--- config.mk ---
export PLATFORM = sky130hd
export DESIGN_NAME = chad_gpu
export DESIGN_NICKNAME = d
export VERILOG_FILES = /design/src/rtl/gpu_pkg.sv /design/src/rtl/gpu_blend_ch.sv /design/src/rtl/chad_gpu.sv
export SDC_FILE = /design/constraint.sdc
export NUM_CORES = 1
export LEC_CHECK = 0
export CAP_MARGIN = 15
export CORE_MARGIN = 3
export CORE_UTILIZATION = 50
export DETAILED_ROUTE_END_ITERATION = 10
export PLACE_DENSITY_LB_ADDON = 0.15
export SLEW_MARGIN = 20
export SYNTH_ARGS = -nofsm -noshare
export SYNTH_HDL_FRONTEND = slang
export SYNTH_SLANG_ARGS = --single-unit
export TNS_END_PERCENT = 5
--- constraint.sdc ---
create_clock -name clk -period 6.1 [get_ports clk]
set_clock_uncertainty 0.2 [all_clocks]
set_input_delay 0.61 -clock clk [delete_from_list [all_inputs] [get_ports clk]]
set_output_delay 0.61 -clock clk [all_outputs]
set_load 0.1 [all_outputs]
--- src/rtl/gpu_pkg.sv ---
// Shared definitions for the chad GPU: op codes, FSM states, channel width helper.
package gpu_pkg;

  localparam logic [2:0] OP_SETCOL = 3'd0;
  localparam logic [2:0] OP_SETPAT = 3'd1;
  localparam logic [2:0] OP_MONO   = 3'd2;
  localparam logic [2:0] OP_GRAY   = 3'd3;

  typedef enum logic [1:0] {
    ST_IDLE,
    ST_EXEC,
    ST_MUL
  } state_e;

  // Per-channel width of an RGB pixel packed into 'width' bits.
  function automatic int unsigned chan_width(input int unsigned width);
    return width / 3;
  endfunction

endpackage

--- src/rtl/gpu_blend_ch.sv ---
// One colour channel of the GRAY blend: fg*wf + bg*wb by MSB-first shift-add.
module gpu_blend_ch #(
  parameter int unsigned CW = 6
) (
  input  logic          clk_i,
  input  logic          rst_i,
  input  logic          load_i,
  input  logic          step_i,
  input  logic [CW-1:0] fg_i,
  input  logic [CW-1:0] bg_i,
  input  logic [CW:0]   wf_i,
  input  logic [CW:0]   wb_i,
  output logic [CW-1:0] res_o
);

  localparam int unsigned ACCW = 2 * CW + 1;

  logic [ACCW-1:0] acc_q, acc_d;
  logic [CW:0]     wf_q, wf_d;
  logic [CW:0]     wb_q, wb_d;

  // Load clears the accumulator and latches both weights; each step consumes one weight MSB.
  always_comb begin
    acc_d = acc_q;
    wf_d  = wf_q;
    wb_d  = wb_q;
    if (load_i) begin
      acc_d = '0;
      wf_d  = wf_i;
      wb_d  = wb_i;
    end else if (step_i) begin
      acc_d = (acc_q << 1)
            + (wf_q[CW] ? ACCW'(fg_i) : '0)
            + (wb_q[CW] ? ACCW'(bg_i) : '0);
      wf_d  = wf_q << 1;
      wb_d  = wb_q << 1;
    end
  end

  // Result is taken from the next-state value so the top can capture it on the final step edge.
  assign res_o = CW'(acc_d >> CW);

  // Accumulator and weight shift registers.
  always_ff @(posedge clk_i) begin
    if (rst_i) begin
      acc_q <= '0;
      wf_q  <= '0;
      wb_q  <= '0;
    end else begin
      acc_q <= acc_d;
      wf_q  <= wf_d;
      wb_q  <= wb_d;
    end
  end

endmodule

--- src/rtl/chad_gpu.sv ---
// chad GPU: colour/pattern registers, MONO pattern expansion and GRAY blend sequencing.
module chad_gpu
  import gpu_pkg::*;
#(
  parameter int unsigned WIDTH = 18
) (
  input  logic             clk,
  input  logic             rst,
  input  logic [2:0]       sel,
  input  logic             go,
  output logic             busy,
  output logic [WIDTH-1:0] y,
  input  logic [WIDTH-1:0] a,
  input  logic [WIDTH-1:0] b
);

  localparam int unsigned CW   = chan_width(WIDTH);
  localparam int unsigned CNTW = $clog2(CW + 1);

  state_e           state_q, state_d;
  logic [2:0]       op_q, op_d;
  logic [WIDTH-1:0] a_q, a_d;
  logic [WIDTH-1:0] b_q, b_d;
  logic [WIDTH-1:0] fg_q, fg_d;
  logic [WIDTH-1:0] bg_q, bg_d;
  logic [WIDTH-1:0] pat_q, pat_d;
  logic [WIDTH-1:0] y_q, y_d;
  logic [CNTW-1:0]  cnt_q, cnt_d;

  logic             blend_load;
  logic             blend_step;
  logic [CW:0]      wf;
  logic [CW:0]      wb;
  logic [WIDTH-1:0] blend_y;

  // Blend weights: w+1 for foreground, 2^CW-(w+1) for background.
  assign wf = {1'b0, a[CW-1:0]} + (CW+1)'(1);
  assign wb = {1'b1, {CW{1'b0}}} - wf;

  for (genvar c = 0; c < 3; c++) begin : g_ch
    gpu_blend_ch #(.CW(CW)) u_blend (
      .clk_i  (clk),
      .rst_i  (rst),
      .load_i (blend_load),
      .step_i (blend_step),
      .fg_i   (fg_q[c*CW +: CW]),
      .bg_i   (bg_q[c*CW +: CW]),
      .wf_i   (wf),
      .wb_i   (wb),
      .res_o  (blend_y[c*CW +: CW])
    );
  end

  // Next-state, operand capture and register updates for all ops.
  always_comb begin
    state_d    = state_q;
    op_d       = op_q;
    a_d        = a_q;
    b_d        = b_q;
    fg_d       = fg_q;
    bg_d       = bg_q;
    pat_d      = pat_q;
    y_d        = y_q;
    cnt_d      = cnt_q;
    blend_load = 1'b0;
    blend_step = 1'b0;
    unique case (state_q)
      ST_IDLE: begin
        if (go) begin
          op_d = sel;
          a_d  = a;
          b_d  = b;
          if (sel == OP_GRAY) begin
            blend_load = 1'b1;
            cnt_d      = '0;
            state_d    = ST_MUL;
          end else begin
            state_d = ST_EXEC;
          end
        end
      end
      ST_EXEC: begin
        state_d = ST_IDLE;
        case (op_q)
          OP_SETCOL: begin
            fg_d = a_q;
            bg_d = b_q;
          end
          OP_SETPAT: pat_d = a_q;
          OP_MONO: begin
            y_d   = pat_q[WIDTH-1] ? fg_q : bg_q;
            pat_d = {pat_q[WIDTH-2:0], pat_q[WIDTH-1]};
          end
          default: ;
        endcase
      end
      ST_MUL: begin
        blend_step = 1'b1;
        cnt_d      = cnt_q + CNTW'(1);
        if (cnt_q == CNTW'(CW)) begin
          y_d     = blend_y;
          state_d = ST_IDLE;
        end
      end
      default: state_d = ST_IDLE;
    endcase
  end

  // State and datapath registers; reset aborts any op in flight.
  always_ff @(posedge clk) begin
    if (rst) begin
      state_q <= ST_IDLE;
      op_q    <= '0;
      a_q     <= '0;
      b_q     <= '0;
      fg_q    <= '0;
      bg_q    <= '0;
      pat_q   <= '0;
      y_q     <= '0;
      cnt_q   <= '0;
    end else begin
      state_q <= state_d;
      op_q    <= op_d;
      a_q     <= a_d;
      b_q     <= b_d;
      fg_q    <= fg_d;
      bg_q    <= bg_d;
      pat_q   <= pat_d;
      y_q     <= y_d;
      cnt_q   <= cnt_d;
    end
  end

  assign busy = (state_q != ST_IDLE);
  assign y    = y_q;

endmodule

After elaboration in Yosys (flattened, before gate mapping)
Cells that the tools add are included.
W data, S select, Z words.
- bits in registers: 194
- input bits: 42
- logic and storage cells: 94
- $add $sub $neg: 9
- equal/unequal tests: 10
- multiplexer cells: 40
- reductions and logical operators: 14
- operator list (cell ; number):
    $mux W7 ; 12
    $add A12 B6 Y12 ; 6
    $mux W12 ; 6
    $pmux W18 S2 ; 2
    $mux W18 ; 3
    $mux W6 ; 6
    $reduce_bool A2 Y1 ; 5
    $ne A2 B2 Y1 const B ; 4
    $reduce_and A2 Y1 ; 4
    $add A6 B1 Y7 const B ; 1
    $sub A7 B7 Y7 const A ; 1
    $eq A3 B2 Y1 const B ; 2
    $mux W2 ; 3
    $mux W3 ; 2
    $pmux W3 S2 ; 1
    $reduce_and A3 Y1 ; 2
    $mux W1 ; 4
    $pmux W2 S2 ; 1
    $add A3 B1 Y3 const B ; 1
    $eq A3 B1 Y1 const B ; 1
    $eq A3 B3 Y1 const B ; 1
    $logic_not A3 Y1 ; 1
    $eq A2 B1 Y1 const B ; 1
    $eq A2 B2 Y1 const B ; 1
    2 further kinds ; 2

Logic depth before layout (Yosys ltp)
Gate-level depths: netlist of the first run.
- depth in word-level cells: 7
- depth in mapped cells: 12
- depth with buffers taken out: 11

By module
A second synthesis of the first run with hierarchy kept.
- cell total of the unflattened synthesis: 1170
- area total of the unflattened synthesis: 10393.7 sq um
- modules (own cells, without submodules) (module ; instances ; cells an instance ; area each (sq um) ; sequential area each (sq um)):
    chad_gpu ; 1 ; 570 ; 5340.1 ; 2322.2
    gpu_blend_ch (g_ch[0].u_blend ...) ; 2 ; 200 ; 1687.9 ; 520.5
    gpu_blend_ch (g_ch[2].u_blend) ; 1 ; 200 ; 1677.9 ; 520.5

Least setup slack after synthesis of the first run
Ideal clock, no wire load.
- kind: reg-to-reg
- start point: register g_ch[0].u_blend.wf_q[6] (netlist name)
- end point: register y_q[15], in the netlist y[15]
- setup time: 86 ps
- data arrival time: 3079 ps
- data required time: 5814 ps
- setup slack: 2735 ps
- stages on the path, launching flop included: 13
- period minus slack after synthesis: 3365 ps
- cells stage by stage: dfxtp_1 -> clkbuf_1 -> clkbuf_1 -> nand2_1 -> fa_1 -> inv_1 -> fa_1 -> a211oi_1 -> o21bai_1 -> a21oi_1 -> nor2_1 -> mux2_2 -> a211oi_1
- RTL lines (item ; line ; RTL):
    end signal, assigned ; chad_gpu.sv:129 ; y_q <= y_d;
    end, declared ; chad_gpu.sv:27 ; logic [WIDTH-1:0] y_q, y_d;

==> results of run 1 <==
## cell usage in the layout, fill, tap and decap left out, drive strengths merged, types with 7 or more instances in the layout
| master | count |
|---|---|
| nand2 | 246 |
| dfxtp | 162 |
| a21oi | 131 |
| clkdlybuf4s50 | 59 |
| nor2 | 56 |
| a211oi | 38 |
| inv | 35 |
| mux2i | 33 |
| ha | 24 |
| and2 | 24 |
| nand3 | 19 |
| fa | 18 |
| clkbuf | 18 |
| xor2 | 15 |
| a31oi | 13 |
| o21ai | 12 |
| xnor2 | 12 |
| o211ai | 12 |
| buf | 12 |
| nor3 | 12 |
| nor2b | 8 |
| a21o | 7 |
## layout make-up
type,instances,area [sq um],share of cell area
inverters,30,113,0.0120
flip-flops and latches,162,3240,0.346
clock inverters,14,168,0.0179
clock buffers,18,439,0.0469
well taps,211,264,0.0282
multi-input cells,735,4460,0.476
repair buffers,71,681,0.0727
## power breakdown
group / switching [mW] / internal (mW) / leakage [nW]
logic: 0.112 / 0.0719 / 1.96
registers: 0.0264 / 1.09 / 1.31
clock network: 0.468 / 0.627 / 0.291
## cells by family after synthesis
kind of cell	count (synthesis)	synth area share
and+or+nand+nor	390	0.207
buffers and inverters	98	0.0481
AOI/OAI and AO/OA	240	0.186
xor gates and xnor gates	27	0.0293
muxes	36	0.0452
DFF	162	0.402
adders and majority gates	42	0.0820
## state kept, by name (all words and copies together), names as in the netlist, 6 cells and up
register and flops:
b_q 18, pat_q 18, g_ch.u_blend.wf_q 6, fg_q 18, bg_q 18, a_q 18
g_ch.u_blend.wb_q 7, y 18, g_ch.u_blend.acc_q 33
## layer usage
layer | global-route usage | part of all wire
met5 | 0 | 0
met4 | 0.0733 | 0.019
met3 | 0.0452 | 0.038
met2 | 0.370 | 0.48
met1 | 0.300 | 0.47
## final timing paths
kind,from,endpoint,slack [ns],cells past startpoint
setup / recovery,g_ch[0].u_blend.wf_q[6],y[15],2.37,10
hold / removal,b_q[15],bg_q[15],0.24,2
setup reg to reg,g_ch[0].u_blend.wf_q[6],y[15],2.37,10
hold reg to reg,b_q[15],bg_q[15],0.24,2
## critical path, stage by stage (launching register included)
cell	delay (ns)
dfxtp_1	0.72
and2_1	0.24
fa_1	0.42
ha_1	0.24
fa_1	0.42
a211oi_1	0.30
o21bai_1	0.12
a21oi_1	0.38
nor2_1	0.12
mux2_2	0.28
a211oi_1	0.18
## through the flow
stage	util	power, mW	instances	setup slack (ns)	hold WS (ns)
after floorplan	-	1.26	995	2.74	0.232
after global placement	0.565	1.32	1209	2.41	0.240
after detailed placement	0.565	1.32	1209	2.37	0.245
after CTS	0.605	2.41	1241	2.35	0.249
after global routing	0.605	2.48	1241	2.06	0.275
final	0.605	2.40	1241	2.37	0.243
==> summary.txt, run 1 <==
Status
  • Status: complete, no violations

Synth
  • Post-Syn Area: about 8100 sq um
  • Synth unique cells: 55
  • Top FF cell, synth: dfxtp_1
  • Syn_area_per_cell: a little over 8 sq um
  • Sequential area share after synthesis: 0.402
  • Most numerous cell in the Yosys netlist: nand2_1
  • Yosys reg bits: approximately 160
  • Top cell type's share of synthesized area: 0.402
  • Fraction of registers with async set/reset: 0
  • Number of synthesized flops with an enable pin: 0
  • Post-synth top cells: nand2_1 (246), dfxtp_1 (162), a21oi_1 (129)
  • Synth Instances: ~1000
  • Largest cells by area after synthesis: dfxtp_1 (40%), nand2_1 (11%), a21oi_1 (8.0%), fa_1 (4.5%), mux2i_1 (4.1%)
  • Synth area leader: dfxtp_1
  • YS warnings: 0
  • Net Count, Synth: roughly 1100

STA
  • Final Critical Period: approximately 3.7 ns
  • TNS Setup: 0 ns
  • Final Hold Fails: 0
  • Fin. max-slew vios: 0
  • Fmax: between 0.2 and 0.3 GHz
  • RSZ-0062 raised after global routing: false
  • Fin crit share: 0.611
  • Slew @ Worst Pin: between 0.9 and 1 ns
  • Setup violators final: 0
  • Normalized max-slew margin: 0.340

Finish
  • Fin nets: 1101
  • Layout overhead on the synthesized area: 16.2%
  • Share of layout cells above drive strength 1: 0.0650
  • Design area: between 9000 and 10000 sq um
  • Fillers: ~1400
  • N_diodes: 0

Floorplan
  • Row cnt: 45
  • Initial core utilization: 0.521
  • Top Ports: 61
  • Total die area: 17700 sq um
  • Die Ht: ~130 um
  • Area of the core: approximately 15000 sq um
  • Die width: about 130 um

Pwr
  • VDD IR max: roughly 0.00021 V
  • Pleak: roughly 3.6 nW
  • PwrDens: about 260 nW/um^2

Route
  • Routed WL per cell: ~16 um
  • Vias/cell: between 5 and 6
  • Pre-antenna DRT Iters: 5
  • Remaining antenna violation count: 0
  • Vias: around 6800
  • Detailed Route WL: between 15 and 20 mm
  • Initial DRC count: between 300 and 400
  • Remaining DRCs: 0

Critical path
  • Crit-path max FO: 19
  • Critical path startpoint category: flip-flop
  • WS Path Type: flip-flop to flip-flop
  • Setup crit end kind: flip-flop
  • WP data required: around 6.2 ns
  • Worst EP arrival: 3.87 ns

CTS
  • Reg clk slew, reported paths: approximately 0.07 ns
  • Root Driver: clkbuf_16
  • H-tree Lvls: 4
  • TritonCTS clock tree: built
  • Cts hold-fix bufs: 0
  • Clk buf depth: 2
  • CTS buffer count: 17
  • CTS resizes: 0
  • Post-CTS Setup Bufs: 0
  • Worst-Skew Late Latency: around 0.43 ns
  • Clock sink total: ~160

Placed design
  • Placed Instance Area: around 8800 sq um
  • HPWL Detailed: ~13 mm
  • Routability Congestion: roughly 0.86
  • # port buffers: 60

Global route
  • All-Layer GR Usage: 0.226
  • Largest net degree at the start of global routing: 93
  • Number of global-route vias before repair: between 6000 and 7000
  • First-pass GRT wire length: 32.3 mm
  • GR Overflow Total: 0
  • Antenna violations before repair: 0

Hold path
  • Hold Path Class: flip-flop to flip-flop

Job
  • Max-Cap Viols: 0
Power figures use the tool's default switching activity.
==> run 2: changes to the inputs <==
==> constraint.sdc (replaced) <==
create_clock -name clk -period 3.2 [get_ports clk]
set_clock_uncertainty 0.2 [all_clocks]
set_input_delay 0.32 -clock clk [delete_from_list [all_inputs] [get_ports clk]]
set_output_delay 0.32 -clock clk [all_outputs]
set_load 0.1 [all_outputs]
==> summary.txt, run 2 (same netlist as run 1, synthesis figures left out) <==
Status
  • Status: complete, no violations

Floorplan
  • Die width: 133 um (unchanged)
  • Row cnt: 45 (unchanged)
  • Top Ports: 61 (unchanged)
  • Die Ht: 133 um (unchanged)
  • Initial core utilization: 0.521 (unchanged)
  • Area of the core: 15500 sq um (unchanged)
  • Total die area: 17700 sq um (unchanged)

Critical path
  • Setup crit end kind: flip-flop
  • WP buf/inv: 1 (+1)
  • Crit-path max FO: 8 (-11)
  • Worst path most repeated cell: fa_1
  • Crit path largest cell delay: 0.44 ns (-0.28 ns)
  • Slowest stage cell, crit path: fa_1
  • Worst EP arrival: 3.19 ns (-0.68 ns)
  • Crit path max-delay family: adder cells
  • WS Path Type: flip-flop to flip-flop
  • Critical path startpoint category: flip-flop
  • Crit path cell chain: buf_4 -> and2_1 -> fa_1 -> ha_1 -> fa_1 -> a211oi_2 -> o21bai_1 -> a21o_1 -> xor2_2 -> o211ai_1 -> a21oi_1
  • WP data required: 3.32 ns (-2.92 ns)

Pwr
  • VDD IR max: 0.000391 V (+91%)
  • Tot Pwr: 4.51 mW (+88%)
  • Pleak: 3.78 nW (+5.9%)
  • PwrDens: 470 nW/um^2 (+84%)

Finish
  • Storage element area: 3250 sq um (+0.23%)
  • Share of layout cells above drive strength 1: 0.121 (+0.0563)
  • Largest reg by FF count: g_ch.u_blend.acc_q
  • Commonest non-fill, non-tap cell in the layout: nand2_1
  • Layout overhead on the synthesized area: 18.9%
  • Fin nets: 1134 (+3.0%)
  • Commonest non-fill, non-tap cells in the layout: nand2_1 (246), dfxtp_1 (160), a21oi_1 (128), buf_4 (63), nor2_1 (55)
  • N_diodes: 0 (unchanged)
  • Fillers: 1408 (-2.4%)
  • Area of the multi-input gates: 4500 sq um (+0.93%)
  • Max reg flops: 33 (unchanged)

Placed design
  • HPWL Detailed: 14.6 mm (+10%)
  • Routability Congestion: 0.900 (+4.9%)
  • # port buffers: 60 (unchanged)
  • Post-Place Setup Slack: -0.0982 ns (-2.47 ns)

CTS
  • TritonCTS clock tree: built
  • CTS buffer count: 17 (unchanged)
  • Root Driver: clkbuf_16
  • H-tree Lvls: 4 (unchanged)
  • Worst-Skew Late Latency: 0.44 ns (about the same)
  • Clk buf depth: 2 (unchanged)
  • Reg clk slew, reported paths: 0.07 ns (about the same)
  • Clock sink total: 162 (unchanged)

STA
  • Fin crit share: 0.961 (+0.350)
  • Setup violators final: 0 (unchanged)
  • Final Critical Period: 3.08 ns (-0.650 ns)
  • Final Hold Fails: 0 (unchanged)
  • Normalized max-slew margin: 0.380 (+0.0394)
  • Final worst slack: 0.123 ns (-2.25 ns)
  • Fmax: 0.325 GHz (+21%)
  • Fin. max-slew vios: 0 (unchanged)
  • RSZ-0062 raised after global routing: true
  • Hold WS: 0.130 ns (-0.113 ns)
  • Slew @ Worst Pin: 0.929 ns (-0.0572 ns)

Route
  • Remaining DRCs: 0 (unchanged)
  • Initial DRC count: 457 (+44%)
  • Routed WL per cell: 16.1 um (+3.0%)
  • Detailed Route WL: 20.6 mm (+5.8%)
  • Vias: 6999 (+3.5%)
  • Remaining antenna violation count: 0 (unchanged)
  • Pre-antenna DRT Iters: 5 (unchanged)
  • Vias/cell: 5.49 (+0.84%)

Hold path
  • Hold Path Class: input port to flip-flop

Global route
  • GR Overflow Total: 0 (unchanged)
  • Number of global-route vias before repair: 6608 (+3.0%)
  • Largest net degree at the start of global routing: 71 (-24%)
  • Busiest grt layer: met2
  • M2 GR Usage: 0.389 (+0.0192)
  • Met1 Track Usage GR: 0.316 (+0.0162)
  • All-Layer GR Usage: 0.236 (+0.0105)
  • Met3 Resource Use GR: 0.0430 (-0.00228)
  • First-pass GRT wire length: 33.6 mm (+4.0%)
  • Antenna violations before repair: 0 (unchanged)

Job
  • Max-Cap Viols: 0 (unchanged)
## run 2: cell types whose count changed in the layout (fill, tap and decap cells not counted), moves of 2 or more
cell             before  now
inv_8                 4    2
a211oi_2              0    2
dfxtp_1             162  160
a31oi_1              13   11
a31oi_2               0    2
a211oi_1             38   36
buf_4                12   63
clkinv_4              2    0
inv_6                 2    7
clkinv_2              1    3
clkdlybuf4s50_1      59   40
dfxtp_4               0    2
## run 2: final timing paths
path	cells after the start	from	to	slack (ns)
worst max register to register	11	g_ch[0].u_blend.wb_q[6]	y[7]	0.12
worst max-delay path	11	g_ch[0].u_blend.wb_q[6]	y[7]	0.12
worst min register to register	2	y[6]	y[6]	0.25
worst min-delay path	2	rst	cnt_q[1]	0.13
## run 2: per-layer routing
metal	up-vias	share of wire
met5	-	0
met3	26	0.041
met1	3309	0.46
li1	3503	-
met2	161	0.48
met4	0	0.017
## run 2: through the flow
| step | area [sq um] | setup TNS, ns | std cells | utilization |
|---|---|---|---|---|
| floorplan | 8070 | 0 | 995 | - |
| global placement | 8960 | -0.0113 | 1241 | 0.579 |
| detailed placement | 8960 | -0.332 | 1241 | 0.579 |
| CTS | 9540 | 0 | 1273 | 0.616 |
| global route | 9590 | -0.00446 | 1274 | 0.619 |
| finish | 9590 | 0 | 1274 | 0.619 |
## run 2: report_power, final
part	leakage, nW	switching [mW]	internal [mW]
registers	1.32	0.0519	2.08
logic	2.19	0.221	0.147
clock network	0.279	0.920	1.09
## run 2: cell type report
cell class                 instances  area share
multi-input combinational        735       0.469
clock buffer                      17      0.0444
tap                              211      0.0275
clock inverter                    15      0.0150
timing repair buffer             104      0.0932
sequential                       162       0.339
inverter                          30      0.0117
## run 2: repair_timing
item | CTS | global route
endpoints found under the hold margin | 0 | 0
gates resized for setup | 2 | 11
endpoints found under the setup margin | 6 | 18
pin swaps | 0 | 1
buffers inserted | 0 | 1
hold buffers | 0 | 0
